===== src/rtl/tl_rx_write_handler_tlp_sequencer_pkg.sv =====
// Shared types and field positions for the RX write-handler TLP sequencer.
// No logic of its own. Latency and backpressure do not apply.
package tl_rx_write_handler_tlp_sequencer_pkg;

  localparam int DW         = 32;
  localparam int BEAT_DW    = 8;
  localparam int DATA_WIDTH = BEAT_DW * DW;
  localparam int LEN_W      = 3;
  localparam int CNT_W      = 11;

  // Bit positions inside the beat. DW0 occupies the top 32 bits of the bus.
  localparam int DW0_LSB      = DATA_WIDTH - DW;
  localparam int FMT_4DW_POS  = DW0_LSB + 29;
  localparam int FMT_DATA_POS = DW0_LSB + 30;
  localparam int TD_POS       = DW0_LSB + 15;
  localparam int LEN_MSB      = DW0_LSB + 9;
  localparam int LEN_LSB      = DW0_LSB;

  localparam logic [LEN_W-1:0] DW_1 = 3'd0;
  localparam logic [LEN_W-1:0] DW_2 = 3'd1;
  localparam logic [LEN_W-1:0] DW_3 = 3'd2;
  localparam logic [LEN_W-1:0] DW_4 = 3'd3;
  localparam logic [LEN_W-1:0] DW_5 = 3'd4;
  localparam logic [LEN_W-1:0] DW_6 = 3'd5;
  localparam logic [LEN_W-1:0] DW_7 = 3'd6;
  localparam logic [LEN_W-1:0] DW_8 = 3'd7;

  typedef enum logic {
    ST_IDLE = 1'b0,
    ST_BODY = 1'b1
  } seq_state_e;

  // DW count to valid-DW code. A zero count maps to DW_1; the checker
  // ignores the code in that case because its enable is low.
  function automatic logic [LEN_W-1:0] dw_code(input logic [3:0] n);
    logic [LEN_W-1:0] code;
    case (n)
      4'd2:    code = DW_2;
      4'd3:    code = DW_3;
      4'd4:    code = DW_4;
      4'd5:    code = DW_5;
      4'd6:    code = DW_6;
      4'd7:    code = DW_7;
      4'd8:    code = DW_8;
      default: code = DW_1;
    endcase
    return code;
  endfunction

endpackage


===== src/rtl/tl_rx_hdr_decode.sv =====
// Turns the Fmt, Length and TD fields of DW0 into the TLP's total DW count.
// Purely combinational. Latency and backpressure do not apply.
module tl_rx_hdr_decode
  import tl_rx_write_handler_tlp_sequencer_pkg::*;
(
  input  logic             fmt_4dw,
  input  logic             fmt_data,
  input  logic [9:0]       len,
  input  logic             td_bit,
  output logic [CNT_W-1:0] total,
  output logic             td
);

  logic [CNT_W-1:0] hdr_dw;
  logic [CNT_W-1:0] pay_dw;

  always_comb begin
    hdr_dw = fmt_4dw ? CNT_W'(4) : CNT_W'(3);
    pay_dw = '0;
    if (fmt_data) begin
      // A Length field of zero encodes the maximum payload.
      pay_dw = (len == 10'd0) ? CNT_W'(1024) : CNT_W'(len);
    end
    td    = td_bit;
    total = hdr_dw + pay_dw + CNT_W'(td_bit);
  end

endmodule


===== src/rtl/tl_rx_write_handler_tlp_sequencer.sv =====
// Parses TLP beats and drives per-beat ECRC controls through one register slice. Latency is 1 cycle.
// Under backpressure o_ready = ~o_valid | i_out_ready, and the held beat together with its strobes is not repeated.
module tl_rx_write_handler_tlp_sequencer
  import tl_rx_write_handler_tlp_sequencer_pkg::*;
(
  input  logic                  i_clk,
  input  logic                  i_n_rst,
  input  logic                  i_cfg_ecrc_chk_en,
  input  logic                  i_valid,
  input  logic                  i_sop,
  input  logic [DATA_WIDTH-1:0] i_data,
  output logic                  o_ready,
  output logic                  o_valid,
  input  logic                  i_out_ready,
  output logic [DATA_WIDTH-1:0] o_data,
  output logic                  o_last,
  output logic [3:0]            o_dw_cnt,
  output logic [LEN_W-1:0]      o_ecrc_len,
  output logic                  o_ecrc_en,
  output logic                  o_ecrc_done,
  output logic                  o_ecrc_n_clr,
  output logic                  o_hdr_blk_EP,
  output logic                  o_malformed
);

  seq_state_e       state_q, state_d;
  logic [CNT_W-1:0] rem_q, rem_d;
  logic             td_q, td_d;
  logic             armed_q;

  logic             acc, out_hs;
  logic             start, drop, abort, fwd;
  logic [CNT_W-1:0] dec_total, cur_rem;
  logic             dec_td, cur_td;
  logic [3:0]       beat_n, covered;
  logic             beat_last;

  tl_rx_hdr_decode u_hdr_decode (
    .fmt_4dw  (i_data[FMT_4DW_POS]),
    .fmt_data (i_data[FMT_DATA_POS]),
    .len      (i_data[LEN_MSB:LEN_LSB]),
    .td_bit   (i_data[TD_POS]),
    .total    (dec_total),
    .td       (dec_td)
  );

  assign o_ready = ~o_valid | i_out_ready;
  assign acc     = i_valid & o_ready;
  assign out_hs  = o_valid & i_out_ready;

  always_comb begin
    state_d   = state_q;
    rem_d     = rem_q;
    td_d      = td_q;
    start     = acc & i_sop;
    drop      = acc & ~i_sop & (state_q == ST_IDLE);
    abort     = start & (state_q == ST_BODY);
    fwd       = acc & ~drop;
    // A sop beat restarts decode even mid-TLP, so the fresh header wins.
    cur_rem   = start ? dec_total : rem_q;
    cur_td    = start ? dec_td : td_q;
    beat_last = (cur_rem <= CNT_W'(BEAT_DW));
    beat_n    = beat_last ? cur_rem[3:0] : 4'(BEAT_DW);
    covered   = beat_n;
    if (beat_last && cur_td && (beat_n != 4'd0)) begin
      covered = beat_n - 4'd1;
    end
    if (fwd) begin
      td_d    = cur_td;
      rem_d   = beat_last ? '0 : (cur_rem - CNT_W'(BEAT_DW));
      state_d = beat_last ? ST_IDLE : ST_BODY;
    end
  end

  always_ff @(posedge i_clk or negedge i_n_rst) begin
    if (!i_n_rst) begin
      state_q <= ST_IDLE;
      rem_q   <= '0;
      td_q    <= 1'b0;
    end else begin
      state_q <= state_d;
      rem_q   <= rem_d;
      td_q    <= td_d;
    end
  end

  always_ff @(posedge i_clk or negedge i_n_rst) begin
    if (!i_n_rst) begin
      armed_q      <= 1'b0;
      o_malformed  <= 1'b0;
      o_ecrc_n_clr <= 1'b0;
      o_valid      <= 1'b0;
      o_data       <= '0;
      o_last       <= 1'b0;
      o_dw_cnt     <= '0;
      o_ecrc_len   <= '0;
      o_ecrc_en    <= 1'b0;
      o_ecrc_done  <= 1'b0;
      o_hdr_blk_EP <= 1'b0;
    end else begin
      armed_q      <= armed_q | acc;
      o_malformed  <= drop | abort;
      // Seed reload lasts exactly one cycle after a consumed done beat or an aborted TLP.
      o_ecrc_n_clr <= (armed_q | acc) & ~abort & ~(out_hs & o_ecrc_done);
      if (fwd) begin
        o_valid      <= 1'b1;
        o_data       <= i_data;
        o_last       <= beat_last;
        o_dw_cnt     <= covered;
        o_ecrc_len   <= dw_code(covered);
        o_ecrc_en    <= cur_td & i_cfg_ecrc_chk_en & (covered != 4'd0);
        o_ecrc_done  <= beat_last & cur_td & i_cfg_ecrc_chk_en;
        o_hdr_blk_EP <= start;
      end else if (drop | out_hs) begin
        o_valid <= 1'b0;
      end
    end
  end

endmodule


===== config.mk =====
export PLATFORM = sky130hd
export DESIGN_NAME = tl_rx_write_handler_tlp_sequencer
export DESIGN_NICKNAME = d
export VERILOG_FILES = /design/src/rtl/tl_rx_write_handler_tlp_sequencer_pkg.sv /design/src/rtl/tl_rx_hdr_decode.sv /design/src/rtl/tl_rx_write_handler_tlp_sequencer.sv
export SDC_FILE = /design/constraint.sdc
export NUM_CORES = 1
export LEC_CHECK = 0
export ABC_AREA = 0
export ABC_CLOCK_PERIOD_IN_PS = 4590
export CORE_AREA = 2 2 208 210
export CTS_BUF_LIST = sky130_fd_sc_hd__clkbuf_16
export DETAILED_ROUTE_END_ITERATION = 6
export DIE_AREA = 0 0 210 212
export GPL_TIMING_DRIVEN = 1
export MAX_ROUTING_LAYER = met4
export SYNTH_ARGS = -nofsm -noshare
export SYNTH_HDL_FRONTEND = slang
export SYNTH_SLANG_ARGS = --single-unit

===== constraint.sdc =====
create_clock -name i_clk -period 4.59 [get_ports i_clk]
set_input_delay 0.459 -clock i_clk [delete_from_list [all_inputs] [get_ports i_clk]]
set_output_delay 0.459 -clock i_clk [all_outputs]
set_load 0.05 [all_outputs]

==> results.toml, run 1 <==
[outcome]
status = "completed"

[yosys]
synth-warning-count = 0
netlist_area_um2 = 11770
postSynthRegisterBits = 284
synth-async-reset-ratio = 1.000
synth_seq_area_share = 0.6039
synth_cells = 1334
synth_cell_types = 66
synth-main-ff-cell = "sky130_fd_sc_hd__dfrtp_1"
mappedNetlistNets = 1602
synth_edf_count = 0
post_synth.cell_area_avg_um2 = 8.821

[timing]
finalHoldViolCount = 0
timing.fmax_mhz = 249.8
setup_ws_ns = 0.5861
unrepaired_setup_endpoints_after_global_routing = "false"
worst_pin_slew_ns = 0.8221
max_slew_margin = 0.4519
finalSetupViolations = 0
final.min_clock_period_ns = 4.004
clock_skew_ns = 0.008945
finalMaxSlewViolations = 0
setup_total_negative_slack_ns = 0
finalCritPeriodShare = 0.8723

[cts]
cts.repair.resized = 0
cts.hold.buffers_added = 0
tritoncts_num_sinks = 284
insertion_delay_ns = 0.53
cts_tree = "done"
cts_max_path_buffers = 3
clock_tree.root_cell = "sky130_fd_sc_hd__clkbuf_16"
htree_num_levels = 2
cts_setup_buffers = 0
worst_path_clk_slew_ns = 0.06
cts_buffers = 35

[power_and_ir_drop]
worst_ir_drop_vdd_uv = 439.9
power.density_cell_area_nw_per_um2 = 637.7
p_leak_nw = 9.011

[grt]
via_count_of_the_first_global_routing_pass = 10769
grt_antenna_before_repair = 0
grt_use_total = 0.1792
first_pass_grt_wire_length_um = 61150
globalRouteOverflowTotal = 0
grt_max_degree = 116

[critical_path]
worst-r2r-cell-count = 18
critPathArrivalTime_ns = 4.46
critical_path_required_ns = 5.04
critical_path_peak_fanout = 5
critPathCaptureType = "flop"
reg2reg_slack_ns = 1.17
setup.worst_path.start_class = "input pin"
critPathKind = "input pin to flop"
crit-reg2reg-launch = "o_valid"
worst_r2r_endpoint = "o_ecrc_len[2]"

[route]
route.detailed.vias_per_inst = 4.369
drc = 0
drt-total-wl_um = 39510
detailedRoute.firstPassIterationCount = 5
routed_wire_length_per_instance_um = 16.24
dr_total_vias = 10626
drt_iter0_drc = 622
drt.antenna.violating_nets = 0

[finish]
commonest_cells_after_routing_fill_and_taps_aside = "803 x sky130_fd_sc_hd__nand2_1, 531 x sky130_fd_sc_hd__clkdlybuf4s50_1, 284 x sky130_fd_sc_hd__dfrtp_1"
antenna-diode-count = 0
area_growth_pct = 59.90
finish.net_count = 2132
layout_commonest_cell = "sky130_fd_sc_hd__nand2_1"
layout-drive-gt1-share = 0.05567

[floorplan]
core_um2 = 42510
floorplan.rows = 76
floorplan.initialDensity = 0.2768
die_area_um2 = 44520
die_width_um = 210
die_h_um = 212
num_io_pins = 533

[job]
drv.max_cap_violation_count = 0

[place]
detailedPlacementHpwl_um = 28670
port-buffer-count = 532
dp_worst_setup_slack_ns = 0.06847
globalplace.congestion = 0.8234

[hold_path]
hold_path_class = "input pin to asynchronous set/reset pin"
logic make-up after synthesis:
logic type      count (synthesis)  share of synthesized area
compound gates                 66                    0.04689
xor+xnor                        8                   0.005955
fa+ha+maj                       6                   0.007656
buf+inv                        81                    0.03052
flops                         284                     0.6039
mux                            10                   0.009356
simple gates                  879                     0.2957
power breakdown:
part	switching, W	internal [W]	total, W
clock network	0.00104	0.00144	0.00248
logic	0.00395	0.00191	0.00586
registers	0.000411	0.00324	0.00365
final cells by class:
type	count	area (um2)
Timing Repair Buffer	564	5658
Inverter	10	40.04
Clock buffer	37	925.9
Clock inverter	22	91.34
Multi-Input combinational cell	969	4312
Fill cell	4123	23690
Tap cell	546	683.2
Sequential cell	284	7107
cells in the mapped netlist (3+ instances only):
library cell / count / share of area
sky130_fd_sc_hd__nand2_1: 803 / 0.26
sky130_fd_sc_hd__dfrtp_1: 284 / 0.60
sky130_fd_sc_hd__clkbuf_1: 43 / 0.014
sky130_fd_sc_hd__buf_2: 24 / 0.010
sky130_fd_sc_hd__nor2_1: 17 / 0.0054
sky130_fd_sc_hd__o21ai_0: 10 / 0.0043
sky130_fd_sc_hd__inv_1: 9 / 0.0029
sky130_fd_sc_hd__and2_1: 8 / 0.0043
sky130_fd_sc_hd__nand3_1: 8 / 0.0034
sky130_fd_sc_hd__o31ai_1: 8 / 0.0051
sky130_fd_sc_hd__a21oi_1: 7 / 0.0030
sky130_fd_sc_hd__a31oi_1: 6 / 0.0032
sky130_fd_sc_hd__nor3_1: 5 / 0.0021
sky130_fd_sc_hd__o21ai_1: 5 / 0.0021
sky130_fd_sc_hd__xnor2_1: 5 / 0.0037
sky130_fd_sc_hd__ha_1: 4 / 0.0043
sky130_fd_sc_hd__mux2i_1: 4 / 0.0034
sky130_fd_sc_hd__nand2b_1: 4 / 0.0021
sky130_fd_sc_hd__nand4_1: 4 / 0.0021
sky130_fd_sc_hd__nor2b_1: 4 / 0.0021
sky130_fd_sc_hd__o41ai_2: 4 / 0.0055
sky130_fd_sc_hd__mux2_2: 3 / 0.0029
sky130_fd_sc_hd__nor4_1: 3 / 0.0016
sky130_fd_sc_hd__o211ai_1: 3 / 0.0019
sky130_fd_sc_hd__xor2_1: 3 / 0.0022
layer usage:
metal | GRT usage | routed length (um) | up-vias
li1 | - | - | 5224
met1 | 0.2174 | 16480 | 4988
met2 | 0.2890 | 19110 | 356
met3 | 0.05170 | 2864 | 58
met4 | 0.05747 | 1046 | 0
met5 | - | 0 | -
sequential cells by signal, indices dropped and copies added (netlist names):
signal	cells
rem_q	11
o_dw_cnt	4
o_ecrc_en	1
o_hdr_blk_EP	1
o_ecrc_len	3
armed_q	1
o_last	1
o_valid	1
o_malformed	1
o_data	256
state_q	1
td_q	1
o_ecrc_done	1
o_ecrc_n_clr	1
worst max path at each step:
stage,start,end,slack [ns],depth (start not counted)
after floorplan,i_data[254],o_ecrc_len[2],0.19,22
after global placement,i_data[253],o_ecrc_len[2],0.14,20
after detailed placement,i_data[253],o_ecrc_len[2],0.07,17
after CTS,i_data[253],o_ecrc_len[2],0.64,19
after global routing,i_data[254],o_ecrc_len[2],0.20,24
final,i_data[254],o_ecrc_len[2],0.59,24
per-stage QoR:
| step | instances | cell area, um2 | hold WS [ns] | total power [W] | utilization |
|---|---|---|---|---|---|
| after floorplan | 1334 | 11770 | 0.1634 | 0.007332 | - |
| after global placement | 2373 | 17800 | 0.4410 | 0.009540 | 0.4188 |
| after detailed placement | 2373 | 17800 | 0.4501 | 0.009588 | 0.4188 |
| after CTS | 2432 | 18820 | 0.01941 | 0.01216 | 0.4427 |
| after global routing | 2432 | 18820 | 0.05848 | 0.01262 | 0.4427 |
| final | 2432 | 18820 | 0.01238 | 0.01200 | 0.4427 |
worst max-delay path: stages:
cell	delay, ns
sky130_fd_sc_hd__clkdlybuf4s50_1	0.48
sky130_fd_sc_hd__and2_1	0.17
sky130_fd_sc_hd__fa_1	0.20
sky130_fd_sc_hd__inv_1	0.05
sky130_fd_sc_hd__fa_1	0.39
sky130_fd_sc_hd__nor2b_1	0.16
sky130_fd_sc_hd__o21ai_0	0.13
sky130_fd_sc_hd__mux2i_1	0.17
sky130_fd_sc_hd__nand2_1	0.08
sky130_fd_sc_hd__inv_1	0.04
sky130_fd_sc_hd__ha_1	0.21
sky130_fd_sc_hd__a31oi_1	0.16
sky130_fd_sc_hd__o21ai_1	0.08
sky130_fd_sc_hd__nand2_1	0.11
sky130_fd_sc_hd__buf_4	0.13
sky130_fd_sc_hd__nor2_1	0.05
sky130_fd_sc_hd__nand2_1	0.08
sky130_fd_sc_hd__ha_1	0.21
sky130_fd_sc_hd__inv_1	0.08
sky130_fd_sc_hd__o2111a_1	0.13
sky130_fd_sc_hd__mux2i_1	0.39
sky130_fd_sc_hd__nor2b_1	0.22
sky130_fd_sc_hd__mux2i_1	0.10
sky130_fd_sc_hd__a31oi_1	0.17
No activity file was read; power rests on OpenSTA's default activity.
==> inputs of run 2 (changes only) <==
--- a/config.mk
+++ b/config.mk
@@ -7,10 +7,10 @@
 export LEC_CHECK = 0
 export ABC_AREA = 0
 export ABC_CLOCK_PERIOD_IN_PS = 4590
-export CORE_AREA = 2 2 208 210
+export CORE_AREA = 2 2 209 211
 export CTS_BUF_LIST = sky130_fd_sc_hd__clkbuf_16
 export DETAILED_ROUTE_END_ITERATION = 6
-export DIE_AREA = 0 0 210 212
+export DIE_AREA = 0 0 211 213
 export GPL_TIMING_DRIVEN = 1
 export MAX_ROUTING_LAYER = met4
 export SYNTH_ARGS = -nofsm -noshare
==> run 2 against run 1 <==
Non-clock buffer count down 3. Sequential cell count stayed put. Clock-buffer cell count shrank 2. Fmax decreased by 2.4%. Final cell count about the same. Global-route usage fell by 0.22 points. Largest cell class unchanged. Largest power group unchanged. Via count is 0.68% higher. Worst setup slack got worse by 0.099 ns. Worst hold slack worse by 0.021 ns. The run now ends with hold timing left. Highest routed layer unchanged. Power rose by 0.74%. Sequential share of layout area hardly changed. Combinational power hardly changed.
==> results.toml, run 2 (synthesis results as in run 1) <==
[grt]
globalRouteOverflowTotal = 0
grt_use_total = 0.1770
via_count_of_the_first_global_routing_pass = 11045
grt_max_degree = 131
first_pass_grt_wire_length_um = 61500
grt_antenna_before_repair = 1

[timing]
finalMaxSlewViolations = 0
worst_pin_slew_ns = 1.109
unrepaired_setup_endpoints_after_global_routing = "false"
setup_ws_ns = 0.4868
clock_skew_ns = 0.02128
finalSetupViolations = 0
finalHoldViolCount = 5
max_slew_margin = 0.2607
final.min_clock_period_ns = 4.103
hold-worst-slack_ns = -0.009006
finalCritPeriodShare = 0.8940
timing.fmax_mhz = 243.7

[route]
detailedRoute.firstPassIterationCount = 5
drt.antenna.violating_nets = 0
route.detailed.vias_per_inst = 4.401
dr_total_vias = 10698
routed_wire_length_per_instance_um = 16.16
drc = 0
drt-total-wl_um = 39290
drt_iter0_drc = 657

[floorplan]
die_width_um = 211
die_area_um2 = 44940
floorplan.rows = 76
die_h_um = 213
floorplan.initialDensity = 0.2756
core_um2 = 42700
num_io_pins = 533

[place]
detailedPlacementHpwl_um = 28170
globalplace.congestion = 0.8325
dp_worst_setup_slack_ns = -0.03777
port-buffer-count = 532
dp.cells = 2370

[critical_path]
crit-reg2reg-launch = "o_valid"
critPathMostFrequentCell = "sky130_fd_sc_hd__inv_1"
critical_path_required_ns = 5.04
critical_path_peak_fanout = 6
critPathArrivalTime_ns = 4.55
timing.critical_path.cells = "clkdlybuf4s50_1, and2_1, fa_1, inv_1, fa_1, nor2b_1, o21ai_0, mux2i_1, nand2_1, inv_1, ha_1, a31oi_1, o21ai_1, nand2_1, or3_1, ha_1, inv_1, a21oi_1, o32a_4, a211oi_1, o21ai_1, a31oi_1"
worst_path_buf_inv = 4
cp_slowest_stage_delay_ns = 0.42
worst_r2r_endpoint = "o_ecrc_len[2]"
crit_family = "compound AO/OA/AOI/OAI gates"
critical-path-slowest-cell = "sky130_fd_sc_hd__clkdlybuf4s50_1"
setup.worst_path.start_class = "input pin"
critPathKind = "input pin to flop"
critPathCaptureType = "flop"
reg2reg_slack_ns = 1.12
worst-r2r-cell-count = 17
timing.critical_path.depth = 22

[cts]
cts_tree = "done"
cts_buffers = 35
cts_max_path_buffers = 3
worst_path_clk_slew_ns = 0.06
tritoncts_num_sinks = 284
cts.hold.buffers_added = 0
clock_tree.root_cell = "sky130_fd_sc_hd__clkbuf_16"
cts_setup_buffers = 0
htree_num_levels = 2
insertion_delay_ns = 0.54
cts.repair.resized = 0

[job]
drv.max_cap_violation_count = 0

[power_and_ir_drop]
share_comb_of_total_power = 0.483
power.net_switching_w = 0.005447
power_switching_share = 0.4506
power.density_cell_area_nw_per_um2 = 642.4
intPower_w = 0.006642
p_seq_frac = 0.303
power.clock.fraction = 0.215
worst_ir_drop_vdd_uv = 382.4
p_leak_nw = 8.976

[finish]
biggestRegsByFlops = "o_data (256), rem_q (11), o_dw_cnt (4)"
count_of_filler_cells_inserted_in_the_layout = 4105
layout-drive-gt1-share = 0.05679
area_growth_pct = 59.91
commonest_cells_after_routing_fill_and_taps_aside = "803 x sky130_fd_sc_hd__nand2_1, 531 x sky130_fd_sc_hd__clkdlybuf4s50_1, 284 x sky130_fd_sc_hd__dfrtp_1"
layout_commonest_cell = "sky130_fd_sc_hd__nand2_1"
finish.net_count = 2129
top_register = "o_data"
final_cell_count_no_fill = 2431
largest_reg_flops = 256

[outcome]
violations_in_the_final_reports = "hold timing"
status = "finished, violations left"

[hold_path]
hold_path_class = "input pin to asynchronous set/reset pin"
==> run 2: cell count changes in the layout (fill, tap and decap cells not counted) <==
cell,before,now
sky130_fd_sc_hd__inv_1,22,14
sky130_fd_sc_hd__clkinv_1,4,8
sky130_fd_sc_hd__buf_4,25,23
sky130_fd_sc_hd__bufinv_16,0,2
sky130_fd_sc_hd__clkbuf_16,37,35
sky130_fd_sc_hd__inv_6,0,2
sky130_fd_sc_hd__buf_12,7,6
sky130_fd_sc_hd__clkinv_2,4,5
sky130_fd_sc_hd__clkinv_4,0,1
sky130_fd_sc_hd__clkinvlp_4,1,2
sky130_fd_sc_hd__diode_2,0,1
==> run 2: metal layers <==
layer	vias to the layer above	global-route usage	part of all wire
met2	352	0.2906	0.49
met4	0	0.05852	0.026
met5	-	-	0
met1	5061	0.2072	0.41
li1	5223	-	-
met3	62	0.05427	0.075
==> run 2: power by group through the flow <==
stage	Sequential, W	Clock [W]	Combinational (W)
final	0.00366	0.00260	0.00583
after global routing	0.00376	0.00279	0.00618
after CTS	0.00366	0.00268	0.00588
after detailed placement	0.00369	0	0.00587
after global placement	0.00367	0	0.00585
after floorplan	0.00610	0	0.00123
==> run 2: metrics by stage <==
| step | util | instance area [um2] | total power [W] | hold slack (ns) | setup TNS, ns |
|---|---|---|---|---|---|
| global route | 0.4407 | 18820 | 0.01273 | 0.06949 | 0 |
| global placement | 0.4161 | 17760 | 0.009515 | 0.4426 | 0 |
| finish | 0.4407 | 18820 | 0.01209 | -0.009006 | 0 |
| CTS | 0.4407 | 18820 | 0.01223 | 0.08292 | 0 |
| detailed placement | 0.4161 | 17760 | 0.009564 | 0.4439 | -0.03923 |
| floorplan | - | 11770 | 0.007332 | 0.1634 | 0 |
==> run 2: area by class of cell <==
| type | instances | area (um2) | share of cell area |
|---|---|---|---|
| well taps | 546 | 683.2 | 0.03630 |
| clock buffers | 35 | 875.8 | 0.04654 |
| repair buffers | 561 | 5623 | 0.2988 |
| flip-flops and latches | 284 | 7107 | 0.3777 |
| inverters | 10 | 40.04 | 0.002128 |
| diodes | 1 | 2.502 | 0.0001330 |
| clock inverters | 25 | 175.2 | 0.009309 |
| multi-input cells | 969 | 4312 | 0.2291 |
==> run 2: worst max-delay path by stage <==
stage / startpoint / end
global route: i_data[224] / o_ecrc_len[1]
detailed placement: i_data[224] / o_ecrc_len[2]
finish: i_data[224] / o_ecrc_len[0]
global placement: i_data[254] / o_ecrc_len[2]
floorplan: i_data[254] / o_ecrc_len[2]
CTS: i_data[224] / o_ecrc_len[2]
==> inputs of run 3 (changes only) <==
--- a/config.mk
+++ b/config.mk
@@ -7,6 +7,7 @@
 export LEC_CHECK = 0
 export ABC_AREA = 0
 export ABC_CLOCK_PERIOD_IN_PS = 4590
+export CAP_MARGIN = 10
 export CORE_AREA = 2 2 209 211
 export CTS_BUF_LIST = sky130_fd_sc_hd__clkbuf_16
 export DETAILED_ROUTE_END_ITERATION = 6
==> results of run 3 <==
No change in the layout: final DEF, timing and power equal those of run 2.
